## src/rtl/c_addsub_pkg.sv

```systemverilog
// ----------------------------------------------------------------------------
// c_addsub_pkg
// Shared definitions for the two-requester complex add/sub controller:
// datapath widths, requester-ID type, FSM state encoding, timeout counter
// width and the registered operand bundle handed to the shared unit.
// ----------------------------------------------------------------------------
package c_addsub_pkg;

    // Complex word is {real[63:32], imag[31:0]}.
    localparam int unsigned CPLX_W   = 64;
    localparam int unsigned PART_W   = 32;

    // Two requesters need a single ID bit.
    localparam int unsigned REQ_ID_W = 1;

    // Timeout counter holds values up to 255, the top of the legal range.
    localparam int unsigned CNT_W    = 8;

    typedef logic [REQ_ID_W-1:0] req_id_t;

    typedef enum logic [2:0] {
        ST_IDLE  = 3'd0,
        ST_ISSUE = 3'd1,
        ST_ARM   = 3'd2,
        ST_WAIT  = 3'd3,
        ST_RESP  = 3'd4
    } state_t;

    // One requester's operation: both operands plus the add/sub select.
    typedef struct packed {
        logic [CPLX_W-1:0] a;
        logic [CPLX_W-1:0] b;
        logic              op;
    } cplx_req_t;

    // Pick the operation belonging to requester id.
    function automatic cplx_req_t select_req(input req_id_t   id,
                                             input cplx_req_t r0,
                                             input cplx_req_t r1);
        return (id == req_id_t'(1)) ? r1 : r0;
    endfunction

endpackage

```

## src/rtl/c_addsub_shared_ctrl_rr_arbiter2.sv

```systemverilog
// ----------------------------------------------------------------------------
// rr_arbiter2
// Purely combinational two-way round-robin arbiter.
//   req0_i, req1_i : request levels
//   last_i         : requester served most recently
//   grant_o        : at least one request present
//   owner_o        : winning requester (valid when grant_o = 1)
// A single request always wins; on a tie the requester that was not served
// last wins, so neither side can be starved by the other.
// ----------------------------------------------------------------------------
module rr_arbiter2
    import c_addsub_pkg::*;
(
    input  logic    req0_i,
    input  logic    req1_i,
    input  req_id_t last_i,
    output logic    grant_o,
    output req_id_t owner_o
);

    // NOTE: every output of a combinational block gets a default before any
    // branch, so no path leaves a value unassigned and no latch is inferred.
    always_comb begin
        grant_o = req0_i | req1_i;
        owner_o = req_id_t'(0);
        if (req0_i && req1_i) begin
            owner_o = ~last_i;
        end else if (req1_i) begin
            owner_o = req_id_t'(1);
        end
    end

endmodule

```

## src/rtl/c_addsub_shared_ctrl.sv

```systemverilog
// ----------------------------------------------------------------------------
// c_addsub_shared_ctrl
// Schedules two requesters onto one shared complex add/sub unit. A request is
// granted round-robin, its operands are registered, the unit is started, its
// finish is awaited with a timeout, and the result is returned to the winner
// with a one-cycle done pulse.
//
// Ports
//   clk, rst             : clock, asynchronous active-high reset
//   req0/req1            : request levels
//   A0/B0/op0, A1/B1/op1 : operands {real[63:32], imag[31:0]} and op bit
//   done0/done1          : one-cycle completion pulse to the owner
//   err0/err1            : 1 = operation aborted by timeout (valid with done)
//   result0/result1      : result, held until the next done to that requester
//   u_start/u_ce/u_op    : start pulse, clock enable and op to the shared unit
//   u_A/u_B              : operands to the shared unit
//   u_result/u_finish    : result and completion from the shared unit
//   busy                 : controller is not in IDLE
//
// Parameter
//   TIMEOUT_CYC          : WAIT cycles allowed before aborting (2..255)
// ----------------------------------------------------------------------------
module c_addsub_shared_ctrl
    import c_addsub_pkg::*;
#(
    parameter int unsigned TIMEOUT_CYC = 64
) (
    input  logic              clk,
    input  logic              rst,
    input  logic              req0,
    input  logic              req1,
    input  logic [CPLX_W-1:0] A0,
    input  logic [CPLX_W-1:0] B0,
    input  logic [CPLX_W-1:0] A1,
    input  logic [CPLX_W-1:0] B1,
    input  logic              op0,
    input  logic              op1,
    output logic              done0,
    output logic              done1,
    output logic              err0,
    output logic              err1,
    output logic [CPLX_W-1:0] result0,
    output logic [CPLX_W-1:0] result1,
    output logic              u_start,
    output logic              u_ce,
    output logic              u_op,
    output logic [CPLX_W-1:0] u_A,
    output logic [CPLX_W-1:0] u_B,
    input  logic [CPLX_W-1:0] u_result,
    input  logic              u_finish,
    output logic              busy
);

    localparam logic [CNT_W-1:0] TIMEOUT_LIM = CNT_W'(TIMEOUT_CYC);

    // ------------------------------------------------------------------------
    // State
    // ------------------------------------------------------------------------
    state_t            state_q;
    req_id_t           last_q;
    req_id_t           owner_q;
    logic [CNT_W-1:0]  cnt_q;
    logic [CNT_W-1:0]  cnt_d;
    cplx_req_t         u_req_q;
    logic              u_start_q;
    logic              u_ce_q;
    logic              busy_q;
    logic              done0_q;
    logic              done1_q;
    logic              err0_q;
    logic              err1_q;
    logic [CPLX_W-1:0] result0_q;
    logic [CPLX_W-1:0] result1_q;

    // ------------------------------------------------------------------------
    // Arbitration
    // ------------------------------------------------------------------------
    logic      grant;
    req_id_t   grant_owner;
    cplx_req_t req0_ops;
    cplx_req_t req1_ops;

    assign req0_ops = {A0, B0, op0};
    assign req1_ops = {A1, B1, op1};

    rr_arbiter2 u_arb (
        .req0_i  (req0),
        .req1_i  (req1),
        .last_i  (last_q),
        .grant_o (grant),
        .owner_o (grant_owner)
    );

    // ------------------------------------------------------------------------
    // WAIT-state resolution. A finish seen in the same cycle the counter
    // reaches the limit wins over the timeout.
    // ------------------------------------------------------------------------
    logic              wait_end;
    logic              wait_err;
    logic [CPLX_W-1:0] wait_res;

    always_comb begin
        wait_end = 1'b0;
        wait_err = 1'b0;
        wait_res = '0;
        if (u_finish) begin
            wait_end = 1'b1;
            wait_res = u_result;
        end else if (cnt_q == TIMEOUT_LIM) begin
            wait_end = 1'b1;
            wait_err = 1'b1;
        end
    end

    assign cnt_d = cnt_q + 1'b1;

    // ------------------------------------------------------------------------
    // Controller FSM. All outputs are registered and change together with the
    // state they belong to, so u_start/u_ce/done line up with ISSUE/WAIT/RESP.
    // ------------------------------------------------------------------------
    // NOTE: sequential state uses non-blocking assignments so every register
    // samples values from before the edge, independent of statement order.
    always_ff @(posedge clk or posedge rst) begin
        if (rst) begin
            state_q   <= ST_IDLE;
            last_q    <= req_id_t'(1);
            owner_q   <= req_id_t'(0);
            cnt_q     <= '0;
            // NOTE: the operand and result registers are reset as well,
            // because every output must read zero while reset is asserted.
            u_req_q   <= '0;
            u_start_q <= 1'b0;
            u_ce_q    <= 1'b0;
            busy_q    <= 1'b0;
            done0_q   <= 1'b0;
            done1_q   <= 1'b0;
            err0_q    <= 1'b0;
            err1_q    <= 1'b0;
            result0_q <= '0;
            result1_q <= '0;
        end else begin
            // Pulses default low and are raised only by the transition that
            // enters their state.
            u_start_q <= 1'b0;
            done0_q   <= 1'b0;
            done1_q   <= 1'b0;

            case (state_q)
                ST_IDLE: begin
                    if (grant) begin
                        owner_q   <= grant_owner;
                        u_req_q   <= select_req(grant_owner, req0_ops, req1_ops);
                        u_start_q <= 1'b1;
                        u_ce_q    <= 1'b1;
                        busy_q    <= 1'b1;
                        state_q   <= ST_ISSUE;
                    end
                end

                // u_finish may still be high from the previous operation, so
                // it is not looked at until WAIT.
                ST_ISSUE: begin
                    state_q <= ST_ARM;
                end

                ST_ARM: begin
                    cnt_q   <= '0;
                    state_q <= ST_WAIT;
                end

                ST_WAIT: begin
                    if (wait_end) begin
                        if (owner_q == req_id_t'(1)) begin
                            result1_q <= wait_res;
                            err1_q    <= wait_err;
                            done1_q   <= 1'b1;
                        end else begin
                            result0_q <= wait_res;
                            err0_q    <= wait_err;
                            done0_q   <= 1'b1;
                        end
                        u_ce_q  <= 1'b0;
                        state_q <= ST_RESP;
                    end else begin
                        cnt_q <= cnt_d;
                    end
                end

                ST_RESP: begin
                    last_q  <= owner_q;
                    busy_q  <= 1'b0;
                    state_q <= ST_IDLE;
                end

                default: begin
                    u_ce_q  <= 1'b0;
                    busy_q  <= 1'b0;
                    state_q <= ST_IDLE;
                end
            endcase
        end
    end

    // ------------------------------------------------------------------------
    // Outputs
    // ------------------------------------------------------------------------
    assign u_start = u_start_q;
    assign u_ce    = u_ce_q;
    assign u_op    = u_req_q.op;
    assign u_A     = u_req_q.a;
    assign u_B     = u_req_q.b;
    assign busy    = busy_q;
    assign done0   = done0_q;
    assign done1   = done1_q;
    assign err0    = err0_q;
    assign err1    = err1_q;
    assign result0 = result0_q;
    assign result1 = result1_q;

endmodule

```

## config.mk

```make
export PLATFORM = sky130hd
export DESIGN_NAME = c_addsub_shared_ctrl
export DESIGN_NICKNAME = d
export VERILOG_FILES = /design/src/rtl/c_addsub_pkg.sv /design/src/rtl/c_addsub_shared_ctrl_rr_arbiter2.sv /design/src/rtl/c_addsub_shared_ctrl.sv
export SDC_FILE = /design/constraint.sdc
export NUM_CORES = 1
export LEC_CHECK = 0
export ABC_AREA = 1
export CAP_MARGIN = 10
export CORE_AREA = 3 3 229 231
export CTS_BUF_LIST = sky130_fd_sc_hd__clkbuf_16
export CTS_CLUSTER_DIAMETER = 60
export DETAILED_ROUTE_END_ITERATION = 8
export DIE_AREA = 0 0 232 234
export HOLD_SLACK_MARGIN = 0.1
export PLACE_DENSITY = 0.5
export RECOVER_POWER = 25
export SYNTH_ARGS = -nofsm -noshare
export SYNTH_HDL_FRONTEND = slang
export SYNTH_SLANG_ARGS = --single-unit
```

## constraint.sdc

```tcl
create_clock -name clk -period 15.1 [get_ports clk]
set_input_delay 1.51 -clock clk [delete_from_list [all_inputs] [get_ports clk]]
set_output_delay 1.51 -clock clk [all_outputs]
set_load 0.005 [all_outputs]
```

==> results by group <==
CTS
  • Clock-pin slew on the worst setup and hold paths: 0.05 ns
  • Post-CTS sizing: 0
  • H-tree level count: 2
  • Num CTS Buffers: 36
  • CTS tree: done
  • Root Buffer: clkbuf_16
  • Postcts setup bufs: 0
  • Hold_buf cts: 0
  • Clock Latency Late Sink: 0.53 ns
  • Clk buf depth: 3
  • Clk sinks: 277

Placed design
  • Global placer's final weighted congestion: 0.814
  • Port Buf Inserts: 590
  • Area of placed instances: 18100 um^2
  • Hpwl dp: 35.0 mm

Detailed routing
  • DRT met1 WL: 19.2 mm
  • Via count: 11200
  • DR WL met3: 5.02 mm
  • Pre-Repair DR Iteration Count: 4
  • Met2 wire length: 23.4 mm
  • DRC Markers: 0
  • Final ANT Viol Nets: 0
  • Initial DRC count: 730
  • Total wire length: 49.0 mm
  • Max Used Layer: met5
  • Average vias per placed instance: 4.39
  • Wire length per cell: 19.2 um

STA
  • Final setup TNS: 0 ns
  • Hold_ws: 0.471 ns
  • RSZ-0062 raised after global routing: false
  • Maximum clock rate: 0.147 GHz
  • Slew Limit Headroom: -2.46
  • # setup viols final: 0
  • Worst Clk Skew: 0.0124 ns
  • Final Hold Vio Count: 0
  • Ratio of final minimum period to clock period: 0.451
  • Actual slew at the worst max-slew pin: 5.19 ns
  • Final Max Slew Viols: 318
  • Fin crit period: 6.81 ns

Critical path
  • Crit. Startpoint: u_finish
  • Largest fanout on the critical path: 86
  • CP Class: in2reg
  • Reg-to-Reg End: u_B[13]
  • Worst R2R Setup Slack: 11.10 ns
  • Reg2Reg Depth: 7
  • CP required: 15.48 ns
  • Reg-to-Reg Start: state_q[0]
  • Critical path arrival: 7.19 ns
  • CP startpoint kind: primary input
  • Worst Setup End Kind: flop

Yosys
  • YS warnings: 0
  • Synth area leaders: dfrtp_1 (58%), nand2_1 (11%), o21ai_0 (7.6%), o21ai_1 (6.9%), nor2_1 (4.5%)
  • Synth top area share: 0.584
  • Synth cell types: 28
  • Syn Nets: 1638
  • Synth Instances: 1309
  • Post-synth top area cell: dfrtp_1
  • Post-synthesis sequential area ratio: 0.586
  • Syn Std Cell Area: 11800 um^2
  • Syn avg cell area: 9.04 um^2
  • Number of synthesized register bits: 277

Finish
  • Layout cells sized above 1: 0.0644
  • Final #Nets: 2184
  • Commonest cells after routing, fill and taps aside: clkdlybuf4s50_1 (507), nand2_1 (356), dfrtp_1 (276), o21ai_0 (179), o21ai_1 (163)
  • Finished Cell Area: 19200 um^2
  • P&R area growth vs syn: 62.4%
  • Most common cell after layout, fill and taps aside: clkdlybuf4s50_1

Status
  • Status: finished with violations
  • Failing checks: capacitance limit, slew limit

Power and ir drop
  • LEAKAGE: 8.29 nW
  • Maximum VDD drop: 0.0000747 V
  • Power Dens Cells: 187 nW/um^2

Global routing
  • Grt total ovfl: 0
  • GR Util All Layers: 0.173
  • Initial antenna violation count: 13
  • Largest net degree at the start of global routing: 171
  • First-pass GRT wire length: 71.6 mm
  • Vias in the first global route: 11200

Hold path
  • Hold path start: result0[25]
  • Hold WC Path Type: reg2reg
  • Hold path cells: 2
  • WHS Endpoint: result0[25]

Floorplanning
  • Die ar.: 54300 um^2
  • Num rows: 82
  • Overall die width: 232 um
  • DIE HEIGHT: 234 um
  • Ports: 591
  • Core Area: 50300 um^2
  • Initial Util: 0.235

Flow run
  • Max capacitance violation total: 5
-- critical path: stages --
cell and delay [ns]:
buf_2 0.07, clkbuf_1 2.38, inv_1 0.45, nand2_4 0.26, nand3_1 1.25, buf_4 0.88, nand2_1 0.20, o21ai_2 0.07
-- power breakdown --
group / switching, W / internal (W)
logic: 0.000711 / 0.000794
clock network: 0.000331 / 0.000484
registers: 0.000185 / 0.00108
total: 0.00123 / 0.00236
-- per-stage QoR --
step / power [W] / instances / utilization / setup WS (ns)
after floorplan: 0.00187 / 1309 / - / 5.95
after detailed placement: 0.00285 / 2489 / 0.360 / 10.46
after global routing: 0.00385 / 2551 / 0.382 / 7.62
after global placement: 0.00283 / 2489 / 0.360 / 10.54
final: 0.00358 / 2556 / 0.382 / 8.29
after CTS: 0.00370 / 2550 / 0.382 / 11.04
-- synth_stat cells --
cell type,count
a21boi_0,1
a21oi_1,1
buf_2,14
buf_4,10
buf_6,20
clkbuf_1,47
clkinv_2,1
dfrtp_1,276
dfstp_2,1
ha_1,2
inv_1,16
inv_2,4
nand2_1,356
nand2_2,2
nand2_4,1
nand3_1,10
nand3_2,2
nand3_4,2
nand3b_1,1
nor2_1,141
nor2_2,1
nor3_1,1
nor3_4,1
nor3b_1,1
o21ai_0,179
o21ai_1,163
o21ai_2,52
xor2_1,3
-- cell type report --
cell class              count  area [um^2]
multi-input cells         920         4260
repair buffers            599         5970
well taps                 672          841
flip-flops and latches    277         6930
inverters                  21         83.8
clock inverters            25          203
diodes                      6         15.0
fillers                  5168        31100
clock buffers              36          901
-- cells by family (layout without fill, tap and decap cells) --
family          count (synthesis)  after routing  synth area share
buf+inv                       112            681            0.0530
flops                         277            277             0.586
other cells                     0              6                 0
xor+xnor                        3              3           0.00222
compound gates                396            396             0.184
fa+ha+maj                       2              2           0.00212
simple gates                  519            519             0.172
-- registers in the layout, summed over array words and instances (netlist names), 3 cells and up --
| name | flops |
|---|---|
| u_A | 64 |
| cnt_q | 8 |
| u_B | 64 |
| state_q | 3 |
| result1 | 64 |
| result0 | 64 |
-- metal layers --
layer	global-route usage	vias up
met1	0.202	5279
li1	-	5400
met3	0.0700	80
met2	0.291	457
met5	0	-
met4	0.0531	16
-- worst max-delay path by stage --
stage / end / slack, ns / cells past startpoint
floorplan: busy / 5.95 / 1
global placement: u_A[57] / 10.54 / 7
detailed placement: u_A[35] / 10.46 / 7
CTS: u_A[46] / 11.04 / 7
global route: result1[34] / 7.62 / 8
finish: result1[22] / 8.29 / 8
Note: power is estimated with default switching activity, not from simulation.
